File: src/rtl/sa_ax_split_arbiter_if.sv
// Address-channel bundle between the dispatchers, the slave port and the data-channel order FIFO.
interface sa_ax_split_arbiter_if #(
  parameter int unsigned MST_AMT           = 4,
  parameter int unsigned ADDR_WIDTH        = 32,
  parameter int unsigned TRANS_MST_ID_W    = 5,
  parameter int unsigned TRANS_SLV_ID_W    = TRANS_MST_ID_W + $clog2(MST_AMT),
  parameter int unsigned TRANS_BURST_W     = 2,
  parameter int unsigned TRANS_DATA_LEN_W  = 8,
  parameter int unsigned TRANS_DATA_SIZE_W = 3
);
  localparam int unsigned MID_W = $clog2(MST_AMT);

  logic [TRANS_MST_ID_W*MST_AMT-1:0]    dsp_AxID_i;
  logic [ADDR_WIDTH*MST_AMT-1:0]        dsp_AxADDR_i;
  logic [TRANS_BURST_W*MST_AMT-1:0]     dsp_AxBURST_i;
  logic [TRANS_DATA_LEN_W*MST_AMT-1:0]  dsp_AxLEN_i;
  logic [TRANS_DATA_SIZE_W*MST_AMT-1:0] dsp_AxSIZE_i;
  logic [MST_AMT-1:0]                   dsp_AxVALID_i;
  logic [MST_AMT-1:0]                   dsp_AxREADY_o;

  logic [TRANS_SLV_ID_W-1:0]            s_AxID_o;
  logic [ADDR_WIDTH-1:0]                s_AxADDR_o;
  logic [TRANS_BURST_W-1:0]             s_AxBURST_o;
  logic [TRANS_DATA_LEN_W-1:0]          s_AxLEN_o;
  logic [TRANS_DATA_SIZE_W-1:0]         s_AxSIZE_o;
  logic                                 s_AxVALID_o;
  logic                                 s_AxREADY_i;

  logic [MID_W-1:0]                     ord_mst_id_o;
  logic [TRANS_DATA_LEN_W-1:0]          ord_AxLEN_o;
  logic                                 ord_last_o;
  logic                                 ord_valid_o;
  logic                                 ord_ready_i;

  modport slave (
    input  dsp_AxID_i, dsp_AxADDR_i, dsp_AxBURST_i, dsp_AxLEN_i, dsp_AxSIZE_i, dsp_AxVALID_i,
    output dsp_AxREADY_o,
    output s_AxID_o, s_AxADDR_o, s_AxBURST_o, s_AxLEN_o, s_AxSIZE_o, s_AxVALID_o,
    input  s_AxREADY_i,
    output ord_mst_id_o, ord_AxLEN_o, ord_last_o, ord_valid_o,
    input  ord_ready_i
  );

  modport master (
    output dsp_AxID_i, dsp_AxADDR_i, dsp_AxBURST_i, dsp_AxLEN_i, dsp_AxSIZE_i, dsp_AxVALID_i,
    input  dsp_AxREADY_o,
    input  s_AxID_o, s_AxADDR_o, s_AxBURST_o, s_AxLEN_o, s_AxSIZE_o, s_AxVALID_o,
    output s_AxREADY_i,
    input  ord_mst_id_o, ord_AxLEN_o, ord_last_o, ord_valid_o,
    output ord_ready_i
  );
endinterface

File: src/rtl/sa_ax_split_arbiter.sv
// Slave-port AW/AR arbiter: per-master FIFOs, weighted round-robin grant, 4KB INCR burst splitting,
// registered slave-side output and one order record per issued piece.
module sa_ax_split_arbiter #(
  parameter int unsigned           MST_AMT           = 4,
  parameter int unsigned           OUTSTANDING_AMT   = 8,
  parameter logic [8*MST_AMT-1:0]  MST_WEIGHT        = {MST_AMT{8'd1}},
  parameter int unsigned           ADDR_WIDTH        = 32,
  parameter int unsigned           TRANS_MST_ID_W    = 5,
  parameter int unsigned           TRANS_SLV_ID_W    = TRANS_MST_ID_W + $clog2(MST_AMT),
  parameter int unsigned           TRANS_BURST_W     = 2,
  parameter int unsigned           TRANS_DATA_LEN_W  = 8,
  parameter int unsigned           TRANS_DATA_SIZE_W = 3,
  parameter logic [ADDR_WIDTH-1:0] SLV_BASE          = '0,
  parameter logic [ADDR_WIDTH-1:0] SLV_MASK          = ADDR_WIDTH'(32'hC000_0000)
) (
  input  logic                 ACLK_i,
  input  logic                 ARESET_i,
  sa_ax_split_arbiter_if.slave bus
);
  localparam int unsigned MID_W = $clog2(MST_AMT);
  localparam int unsigned PTR_W = $clog2(OUTSTANDING_AMT);
  localparam int unsigned CNT_W = PTR_W + 1;
  localparam int unsigned REM_W = TRANS_DATA_LEN_W + 1;
  localparam int unsigned BND_W = 13;
  localparam logic [TRANS_BURST_W-1:0] BURST_INCR = TRANS_BURST_W'(1);

  typedef enum logic {IDLE, SPLIT} state_e;

  typedef struct packed {
    logic [TRANS_MST_ID_W-1:0]    id;
    logic [ADDR_WIDTH-1:0]        addr;
    logic [TRANS_BURST_W-1:0]     burst;
    logic [TRANS_DATA_LEN_W-1:0]  len;
    logic [TRANS_DATA_SIZE_W-1:0] size;
  } ax_entry_t;

  function automatic logic [7:0] weight(input int unsigned m);
    logic [7:0] w;
    w = MST_WEIGHT[8*m +: 8];
    return (w == 8'd0) ? 8'd1 : w;
  endfunction

  ax_entry_t                     in_entry [MST_AMT];
  ax_entry_t                     mem_q    [MST_AMT][OUTSTANDING_AMT];
  ax_entry_t                     head;
  logic [MST_AMT-1:0]            hit, full, req, push, pop;
  logic [PTR_W-1:0]              wr_ptr_q [MST_AMT], wr_ptr_d [MST_AMT];
  logic [PTR_W-1:0]              rd_ptr_q [MST_AMT], rd_ptr_d [MST_AMT];
  logic [CNT_W-1:0]              cnt_q    [MST_AMT], cnt_d    [MST_AMT];
  logic [7:0]                    credit_q [MST_AMT], credit_d [MST_AMT];

  state_e                        state_q, state_d;
  logic [MID_W-1:0]              gnt_q, gnt_d, arb_sel, idx;
  logic                          arb_switch, found;
  logic [ADDR_WIDTH-1:0]         cur_addr_q, cur_addr_d, aligned;
  logic [REM_W-1:0]              rem_q, rem_d;
  logic [BND_W-1:0]              bound, beats, rem_ext;
  logic [TRANS_DATA_LEN_W-1:0]   piece_len;
  logic                          piece_last, issue;

  logic                          s_valid_q, s_valid_d;
  logic [TRANS_SLV_ID_W-1:0]     s_id_q, s_id_d;
  logic [ADDR_WIDTH-1:0]         s_addr_q, s_addr_d;
  logic [TRANS_BURST_W-1:0]      s_burst_q, s_burst_d;
  logic [TRANS_DATA_LEN_W-1:0]   s_len_q, s_len_d;
  logic [TRANS_DATA_SIZE_W-1:0]  s_size_q, s_size_d;

  // Unflatten dispatcher requests, decode, and qualify pushes.
  always_comb begin
    for (int unsigned m = 0; m < MST_AMT; m++) begin
      in_entry[m].id    = bus.dsp_AxID_i[m*TRANS_MST_ID_W +: TRANS_MST_ID_W];
      in_entry[m].addr  = bus.dsp_AxADDR_i[m*ADDR_WIDTH +: ADDR_WIDTH];
      in_entry[m].burst = bus.dsp_AxBURST_i[m*TRANS_BURST_W +: TRANS_BURST_W];
      in_entry[m].len   = bus.dsp_AxLEN_i[m*TRANS_DATA_LEN_W +: TRANS_DATA_LEN_W];
      in_entry[m].size  = bus.dsp_AxSIZE_i[m*TRANS_DATA_SIZE_W +: TRANS_DATA_SIZE_W];
      hit[m]  = (in_entry[m].addr & SLV_MASK) == SLV_BASE;
      full[m] = cnt_q[m] == CNT_W'(OUTSTANDING_AMT);
      req[m]  = cnt_q[m] != '0;
      push[m] = bus.dsp_AxVALID_i[m] & hit[m] & ~full[m] & ~ARESET_i;
    end
  end

  // Fullness comes from the registered count, so a same-cycle pop never admits a push.
  always_comb begin
    for (int unsigned m = 0; m < MST_AMT; m++) begin
      wr_ptr_d[m] = wr_ptr_q[m] + PTR_W'(push[m]);
      rd_ptr_d[m] = rd_ptr_q[m] + PTR_W'(pop[m]);
      cnt_d[m]    = cnt_q[m] + CNT_W'(push[m]) - CNT_W'(pop[m]);
    end
  end

  // Keep the current master while it has credit and requests; otherwise search upward with wrap.
  always_comb begin
    arb_sel    = gnt_q;
    arb_switch = 1'b0;
    found      = 1'b0;
    idx        = gnt_q;
    if (!(req[gnt_q] && credit_q[gnt_q] != 8'd0)) begin
      arb_switch = 1'b1;
      for (int unsigned i = 1; i <= MST_AMT; i++) begin
        idx = MID_W'((32'(gnt_q) + i) % MST_AMT);
        if (!found && req[idx]) begin
          found   = 1'b1;
          arb_sel = idx;
        end
      end
    end
  end

  // Current piece: INCR beats are clipped at the next 4KB page.
  always_comb begin
    head       = mem_q[gnt_q][rd_ptr_q[gnt_q]];
    aligned    = cur_addr_q & ~((ADDR_WIDTH'(1) << head.size) - ADDR_WIDTH'(1));
    bound      = (BND_W'(4096) - BND_W'(aligned[11:0])) >> head.size;
    rem_ext    = BND_W'(rem_q);
    beats      = (head.burst == BURST_INCR && rem_ext > bound) ? bound : rem_ext;
    piece_len  = TRANS_DATA_LEN_W'(beats - BND_W'(1));
    piece_last = beats == rem_ext;
    issue      = (state_q == SPLIT) & (~s_valid_q | bus.s_AxREADY_i) & bus.ord_ready_i;
  end

  always_comb begin
    state_d    = state_q;
    gnt_d      = gnt_q;
    cur_addr_d = cur_addr_q;
    rem_d      = rem_q;
    credit_d   = credit_q;
    pop        = '0;
    s_valid_d  = s_valid_q;
    s_id_d     = s_id_q;
    s_addr_d   = s_addr_q;
    s_burst_d  = s_burst_q;
    s_len_d    = s_len_q;
    s_size_d   = s_size_q;
    if (bus.s_AxREADY_i) s_valid_d = 1'b0;
    case (state_q)
      IDLE: begin
        if (|req) begin
          gnt_d      = arb_sel;
          cur_addr_d = mem_q[arb_sel][rd_ptr_q[arb_sel]].addr;
          rem_d      = REM_W'(mem_q[arb_sel][rd_ptr_q[arb_sel]].len) + REM_W'(1);
          if (arb_switch) credit_d[arb_sel] = weight(32'(arb_sel));
          state_d    = SPLIT;
        end
      end
      SPLIT: begin
        if (issue) begin
          s_valid_d  = 1'b1;
          s_id_d     = TRANS_SLV_ID_W'({gnt_q, head.id});
          s_addr_d   = cur_addr_q;
          s_burst_d  = head.burst;
          s_len_d    = piece_len;
          s_size_d   = head.size;
          cur_addr_d = aligned + ADDR_WIDTH'(beats << head.size);
          rem_d      = rem_q - REM_W'(beats);
          if (piece_last) begin
            pop[gnt_q]      = 1'b1;
            credit_d[gnt_q] = credit_q[gnt_q] - 8'd1;
            state_d         = IDLE;
          end
        end
      end
      default: state_d = IDLE;
    endcase
  end

  always_ff @(posedge ACLK_i) begin
    if (ARESET_i) begin
      state_q    <= IDLE;
      gnt_q      <= '0;
      cur_addr_q <= '0;
      rem_q      <= '0;
      s_valid_q  <= 1'b0;
      s_id_q     <= '0;
      s_addr_q   <= '0;
      s_burst_q  <= '0;
      s_len_q    <= '0;
      s_size_q   <= '0;
      for (int unsigned m = 0; m < MST_AMT; m++) begin
        wr_ptr_q[m] <= '0;
        rd_ptr_q[m] <= '0;
        cnt_q[m]    <= '0;
        credit_q[m] <= weight(m);
      end
    end else begin
      state_q    <= state_d;
      gnt_q      <= gnt_d;
      cur_addr_q <= cur_addr_d;
      rem_q      <= rem_d;
      s_valid_q  <= s_valid_d;
      s_id_q     <= s_id_d;
      s_addr_q   <= s_addr_d;
      s_burst_q  <= s_burst_d;
      s_len_q    <= s_len_d;
      s_size_q   <= s_size_d;
      wr_ptr_q   <= wr_ptr_d;
      rd_ptr_q   <= rd_ptr_d;
      cnt_q      <= cnt_d;
      credit_q   <= credit_d;
    end
  end

  // FIFO storage carries no reset; occupancy is tracked by the counters.
  always_ff @(posedge ACLK_i) begin
    for (int unsigned m = 0; m < MST_AMT; m++) begin
      if (push[m]) mem_q[m][wr_ptr_q[m]] <= in_entry[m];
    end
  end

  assign bus.dsp_AxREADY_o = ~full & {MST_AMT{~ARESET_i}};
  assign bus.s_AxVALID_o   = s_valid_q;
  assign bus.s_AxID_o      = s_id_q;
  assign bus.s_AxADDR_o    = s_addr_q;
  assign bus.s_AxBURST_o   = s_burst_q;
  assign bus.s_AxLEN_o     = s_len_q;
  assign bus.s_AxSIZE_o    = s_size_q;
  assign bus.ord_mst_id_o  = gnt_q;
  assign bus.ord_AxLEN_o   = piece_len;
  assign bus.ord_last_o    = piece_last;
  assign bus.ord_valid_o   = issue & ~ARESET_i;
endmodule

File: src/flat_wrapper.sv
// flat-port wrapper written by rule: the top's interface ports become plain ports
module sa_ax_split_arbiter_flat 
#(
  parameter int unsigned           MST_AMT           = 4,
  parameter int unsigned           OUTSTANDING_AMT   = 8,
  parameter logic [8*MST_AMT-1:0]  MST_WEIGHT        = {MST_AMT{8'd1}},
  parameter int unsigned           ADDR_WIDTH        = 32,
  parameter int unsigned           TRANS_MST_ID_W    = 5,
  parameter int unsigned           TRANS_SLV_ID_W    = TRANS_MST_ID_W + $clog2(MST_AMT),
  parameter int unsigned           TRANS_BURST_W     = 2,
  parameter int unsigned           TRANS_DATA_LEN_W  = 8,
  parameter int unsigned           TRANS_DATA_SIZE_W = 3,
  parameter logic [ADDR_WIDTH-1:0] SLV_BASE          = '0,
  parameter logic [ADDR_WIDTH-1:0] SLV_MASK          = ADDR_WIDTH'(32'hC000_0000)
)
  (ACLK_i, ARESET_i, bus_dsp_AxID_i, bus_dsp_AxADDR_i, bus_dsp_AxBURST_i, bus_dsp_AxLEN_i, bus_dsp_AxSIZE_i, bus_dsp_AxVALID_i, bus_dsp_AxREADY_o, bus_s_AxID_o, bus_s_AxADDR_o, bus_s_AxBURST_o, bus_s_AxLEN_o, bus_s_AxSIZE_o, bus_s_AxVALID_o, bus_s_AxREADY_i, bus_ord_mst_id_o, bus_ord_AxLEN_o, bus_ord_last_o, bus_ord_valid_o, bus_ord_ready_i);
  sa_ax_split_arbiter_if #(.MST_AMT(MST_AMT), .ADDR_WIDTH(ADDR_WIDTH), .TRANS_MST_ID_W(TRANS_MST_ID_W), .TRANS_SLV_ID_W(TRANS_SLV_ID_W), .TRANS_BURST_W(TRANS_BURST_W), .TRANS_DATA_LEN_W(TRANS_DATA_LEN_W), .TRANS_DATA_SIZE_W(TRANS_DATA_SIZE_W)) bus_i ();
  input  logic ACLK_i;
  input  logic ARESET_i;
  input wire logic [$bits(bus_i.dsp_AxID_i)-1:0] bus_dsp_AxID_i;
  input wire logic [$bits(bus_i.dsp_AxADDR_i)-1:0] bus_dsp_AxADDR_i;
  input wire logic [$bits(bus_i.dsp_AxBURST_i)-1:0] bus_dsp_AxBURST_i;
  input wire logic [$bits(bus_i.dsp_AxLEN_i)-1:0] bus_dsp_AxLEN_i;
  input wire logic [$bits(bus_i.dsp_AxSIZE_i)-1:0] bus_dsp_AxSIZE_i;
  input wire logic [$bits(bus_i.dsp_AxVALID_i)-1:0] bus_dsp_AxVALID_i;
  output wire logic [$bits(bus_i.dsp_AxREADY_o)-1:0] bus_dsp_AxREADY_o;
  output wire logic [$bits(bus_i.s_AxID_o)-1:0] bus_s_AxID_o;
  output wire logic [$bits(bus_i.s_AxADDR_o)-1:0] bus_s_AxADDR_o;
  output wire logic [$bits(bus_i.s_AxBURST_o)-1:0] bus_s_AxBURST_o;
  output wire logic [$bits(bus_i.s_AxLEN_o)-1:0] bus_s_AxLEN_o;
  output wire logic [$bits(bus_i.s_AxSIZE_o)-1:0] bus_s_AxSIZE_o;
  output wire logic [$bits(bus_i.s_AxVALID_o)-1:0] bus_s_AxVALID_o;
  input wire logic [$bits(bus_i.s_AxREADY_i)-1:0] bus_s_AxREADY_i;
  output wire logic [$bits(bus_i.ord_mst_id_o)-1:0] bus_ord_mst_id_o;
  output wire logic [$bits(bus_i.ord_AxLEN_o)-1:0] bus_ord_AxLEN_o;
  output wire logic [$bits(bus_i.ord_last_o)-1:0] bus_ord_last_o;
  output wire logic [$bits(bus_i.ord_valid_o)-1:0] bus_ord_valid_o;
  input wire logic [$bits(bus_i.ord_ready_i)-1:0] bus_ord_ready_i;
  assign bus_i.dsp_AxID_i = bus_dsp_AxID_i;
  assign bus_i.dsp_AxADDR_i = bus_dsp_AxADDR_i;
  assign bus_i.dsp_AxBURST_i = bus_dsp_AxBURST_i;
  assign bus_i.dsp_AxLEN_i = bus_dsp_AxLEN_i;
  assign bus_i.dsp_AxSIZE_i = bus_dsp_AxSIZE_i;
  assign bus_i.dsp_AxVALID_i = bus_dsp_AxVALID_i;
  assign bus_dsp_AxREADY_o = bus_i.dsp_AxREADY_o;
  assign bus_s_AxID_o = bus_i.s_AxID_o;
  assign bus_s_AxADDR_o = bus_i.s_AxADDR_o;
  assign bus_s_AxBURST_o = bus_i.s_AxBURST_o;
  assign bus_s_AxLEN_o = bus_i.s_AxLEN_o;
  assign bus_s_AxSIZE_o = bus_i.s_AxSIZE_o;
  assign bus_s_AxVALID_o = bus_i.s_AxVALID_o;
  assign bus_i.s_AxREADY_i = bus_s_AxREADY_i;
  assign bus_ord_mst_id_o = bus_i.ord_mst_id_o;
  assign bus_ord_AxLEN_o = bus_i.ord_AxLEN_o;
  assign bus_ord_last_o = bus_i.ord_last_o;
  assign bus_ord_valid_o = bus_i.ord_valid_o;
  assign bus_i.ord_ready_i = bus_ord_ready_i;
  sa_ax_split_arbiter #(.MST_AMT(MST_AMT), .OUTSTANDING_AMT(OUTSTANDING_AMT), .MST_WEIGHT(MST_WEIGHT), .ADDR_WIDTH(ADDR_WIDTH), .TRANS_MST_ID_W(TRANS_MST_ID_W), .TRANS_SLV_ID_W(TRANS_SLV_ID_W), .TRANS_BURST_W(TRANS_BURST_W), .TRANS_DATA_LEN_W(TRANS_DATA_LEN_W), .TRANS_DATA_SIZE_W(TRANS_DATA_SIZE_W), .SLV_BASE(SLV_BASE), .SLV_MASK(SLV_MASK)) u_core (.ACLK_i(ACLK_i), .ARESET_i(ARESET_i), .bus(bus_i));
endmodule
File: config.mk
export PLATFORM = sky130hd
export DESIGN_NAME = sa_ax_split_arbiter_flat
export DESIGN_NICKNAME = d
export VERILOG_FILES = /design/src/rtl/sa_ax_split_arbiter_if.sv /design/src/rtl/sa_ax_split_arbiter.sv /design/src/flat_wrapper.sv
export SDC_FILE = /design/constraint.sdc
export NUM_CORES = 2
export LEC_CHECK = 0
export BUFFER_PORTS_ARGS = -buffer_cell sky130_fd_sc_hd__buf_2
export CAP_MARGIN = 15
export CORE_ASPECT_RATIO = 0.9
export CORE_MARGIN = 2
export CORE_UTILIZATION = 45
export CTS_CLUSTER_DIAMETER = 100
export DETAILED_ROUTE_END_ITERATION = 6
export SYNTH_ARGS = -nofsm -noshare
export SYNTH_HDL_FRONTEND = slang
export SYNTH_SLANG_ARGS = --single-unit
File: constraint.sdc
create_clock -name ACLK_i -period 19 [get_ports ACLK_i]
set_clock_uncertainty 0.05 [all_clocks]
set_input_delay 0 -clock ACLK_i [delete_from_list [all_inputs] [get_ports ACLK_i]]
set_output_delay 0 -clock ACLK_i [all_outputs]
set_load 0.02 [all_outputs]
==> results.toml <==
[run_status]
outcome = "finished, violations left"
violations = "hold timing"

[worst_setup_path]
cpLargestDelayFamily = "compound AO/OA/AOI/OAI gates"
critPathMaxFanout = 37
cp_num_buf_inv = 3
crit_path_end_kind = "flop"
reg2reg_to = "u_core.cur_addr_q[31]$_SDFFE_PP0P_"
cp_slowest_stage_delay_ns = 0.98
r2r_slack_ns = 5.67
timing.rr.start = "u_core.bus.ord_mst_id_o[1]$_SDFFE_PP0P_"
crit_required_ns = 19.64
rr_worst_depth = 42
crit_path_top_delay_cell = "mux4_2"
critPathLaunchType = "flop"
arrival_ns = 13.96
path_class = "reg2reg"

[power_and_ir_drop]
total_power_mw = 14.0
leakage_nw = 28.6
ir_drop_v = 0.000217
p_per_area_nw_per_um2 = 162

[placement]
place_inst = 6925
io_buffers = 276
placed_cell_area_um2 = 76800
finalWeightedCongestion = 0.857
pre_cts_ws_ns = 5.87
dp_hpwl_mm = 136

[sta]
rsz0062_at_grt = "no"
holdWs_ns = -0.00162
period_share_pct = 70.1
worst_slack_ns = 5.67
fmax_mhz = 75.0
fin_crit_ns = 13.33
slew_viol_final = 0
relSlewSlack_pct = 16.3
hold_violations = 6
setup_viol = 0
tns_ns = 0
worst_pin_slew_ns = 1.25

[hold_path]
hold_start = "bus_dsp_AxLEN_i[15]"
hold_end = "u_core.mem_q[1][60]$_DFFE_PP_"
hold_class = "in2reg"
hold_depth = 2

[yosys]
yosys-top-cells-area = "edfxtp_1 66%, a22oi_1 5.5%, dfxtp_1 4.7%"
syn-instance-count = 4749
ys_async_sr_fraction_pct = 0
yosysWarnings = 0
avgSynthCellArea_um2 = 15.3
synth_top_area_share_pct = 66.0
syn_area_um2 = 72700
synth_edf_count = 1600
yosysSeqAreaShare_pct = 70.8
synth_cell_type_count = 93
synth_top_area_cell = "edfxtp_1"
yosys_register_bits = 1771
synth_flop_cell = "edfxtp_1"

[die]
initial_core_util_pct = 45.5
dieHeight_um = 385
dieArea_um2 = 165000
core-area_um2 = 160000
die_w_um = 428
row_count = 139
io_pins = 277

[global_route]
met2_usage_pct = 45.1
grt_max_degree = 148
grtUsageMet3_pct = 5.45
grt-ovfl-total = 0
track_usage_pct = 28.8
grt_pass1_vias = 46991
busiest_layer = "met2"
grt_pass1_wl_mm = 344
grt_antenna_before_repair = 32
grtUsageMet1_pct = 40.9

[route]
ant_nets = 0
vias_per_cell = 6.37
drtPass1Iterations = 6
drtIter0Drc = 6865
drc = 0
finalWirelength_mm = 243
vias = 48694
wl_per_cell_um = 31.8

[finish]
utilization_pct = 54.0
syn2layout_area_growth_pct = 18.7
regArea_um2 = 51500
fin_nets = 5670
multi_input_area_um2 = 20100
fin_cells = 7648
drive_gt1_share_pct = 16.2
fill_cells = 12890
final_cell_area_um2 = 86300

[cts]
clock_latency_ns = 0.85
clock_sinks = 1771
cts_tree = "built"
cts.clk_slew.worst_paths_ns = 0.06
htreeDepth = 4
cts.path.max_buffers = 3
root_buffer = "clkbuf_16"
numCtsBuffers = 181

[run]
maxCapViolCount = 0
## final cells by class
type | count | share of cell area (%)
multi-input cells | 2574 | 23.3
diodes | 10 | 0.0290
inverters | 71 | 0.309
flip-flops and latches | 1771 | 59.6
repair buffers | 770 | 7.05
clock inverters | 106 | 1.10
clock buffers | 231 | 5.57
well taps | 2115 | 3.06
## how the worst max path moves through the flow
| stage | start | end | slack [ns] | cells after the start |
|---|---|---|---|---|
| global route | u_core.bus.ord_mst_id_o[1]$_SDFFE_PP0P_ | u_core.cur_addr_q[31]$_SDFFE_PP0P_ | 4.61 | 42 |
| finish | u_core.bus.ord_mst_id_o[1]$_SDFFE_PP0P_ | u_core.cur_addr_q[31]$_SDFFE_PP0P_ | 5.67 | 42 |
| global placement | u_core.bus.ord_mst_id_o[1]$_SDFFE_PP0P_ | u_core.cur_addr_q[31]$_SDFFE_PP0P_ | 6.17 | 40 |
| detailed placement | u_core.bus.ord_mst_id_o[1]$_SDFFE_PP0P_ | u_core.cur_addr_q[31]$_SDFFE_PP0P_ | 5.87 | 42 |
| CTS | u_core.bus.ord_mst_id_o[1]$_SDFFE_PP0P_ | u_core.cur_addr_q[31]$_SDFFE_PP0P_ | 5.83 | 42 |
| floorplan | u_core.bus.ord_mst_id_o[0]$_SDFFE_PP0P_ | u_core.cur_addr_q[31]$_SDFFE_PP0P_ | 8.42 | 44 |
## cell usage in the layout, fill, tap and decap left out, types with 43 or more instances in the layout
cell type | netlist | final
edfxtp_1 | 1600 | 1600
a21oi_1 | 126 | 125
buf_4 | 2 | 114
clkbuf_16 | 0 | 182
nand2_1 | 211 | 210
o21ai_0 | 100 | 100
buf_2 | 13 | 275
a211oi_1 | 49 | 49
nand3_1 | 285 | 283
a22oi_1 | 534 | 534
nor3_1 | 57 | 49
mux4_2 | 148 | 147
mux2i_1 | 111 | 110
ha_1 | 87 | 87
and3_1 | 61 | 61
inv_1 | 70 | 70
a311oi_1 | 92 | 88
dlygate4sd3_1 | 0 | 374
nor2_1 | 168 | 141
clkinv_1 | 1 | 43
dfxtp_1 | 171 | 166
## cells by family after synthesis
kind of cell | count (synthesis) | share of synthesized area (%)
other | 1 | 0.00516
AOI/OAI and AO/OA | 1186 | 11.8
DFF | 1771 | 70.8
muxes | 277 | 6.39
buffers and inverters | 407 | 2.20
adders and majority gates | 93 | 1.66
xor gates and xnor gates | 65 | 0.783
and+or+nand+nor | 949 | 6.40
## cell usage after synthesis (all sizes together), types with 50 or more instances
cell	number
edfxtp	1600
a22oi	535
nand3	285
clkbuf	258
nand2	213
dfxtp	171
nor2	168
mux4	148
a21oi	126
mux2i	111
o21ai	102
a311oi	92
ha	87
buf	78
inv	70
and3	61
nor3	58
a211oi	50
## routing by layer
metal	share of wire [%]	wire length, µm
met5	0.036	88
met1	41	99000
met3	10	24300
met2	46	112000
met4	3.1	7520
## power by group
group / switching, mW / internal (mW) / leakage [nW]
Clock: 1.57 / 1.88 / 2.79
Sequential: 0.0790 / 4.30 / 15.8
Combinational: 4.17 / 2.01 / 10.0
Total: 5.81 / 8.20 / 28.6
## worst register-to-register path, delay by kind of cell (launching register included)
| kind | cells | cell delay [ns] |
|---|---|---|
| DFF | 1 | 0.66 |
| and+or+nand+nor | 10 | 1.67 |
| AOI/OAI and AO/OA | 23 | 7.17 |
| buffers and inverters | 3 | 1.08 |
| adders and majority gates | 3 | 0.91 |
| muxes | 3 | 1.67 |
## state kept, by name (all words and copies together), names as in the netlist, named ones only
name	cells
u_core.credit_q	32
u_core.cnt_q	16
u_core.rem_q	9
u_core.bus.s_AxSIZE_o	3
u_core.bus.s_AxVALID_o	1
u_core.wr_ptr_q	12
u_core.bus.ord_mst_id_o	2
u_core.bus.s_AxBURST_o	2
u_core.rd_ptr_q	12
u_core.cur_addr_q	32
u_core.bus.s_AxID_o	7
u_core.mem_q	1600
u_core.bus.s_AxADDR_o	32
u_core.bus.s_AxLEN_o	8
u_core.state_q	1
## timing repair
item / CTS / global route
buffers inserted: 0 / 0
gates resized for setup: 0 / 0
hold buffers: 373 / 1
hold endpoints to repair: 1711 / 3
Note: power is estimated with default switching activity, not from simulation.
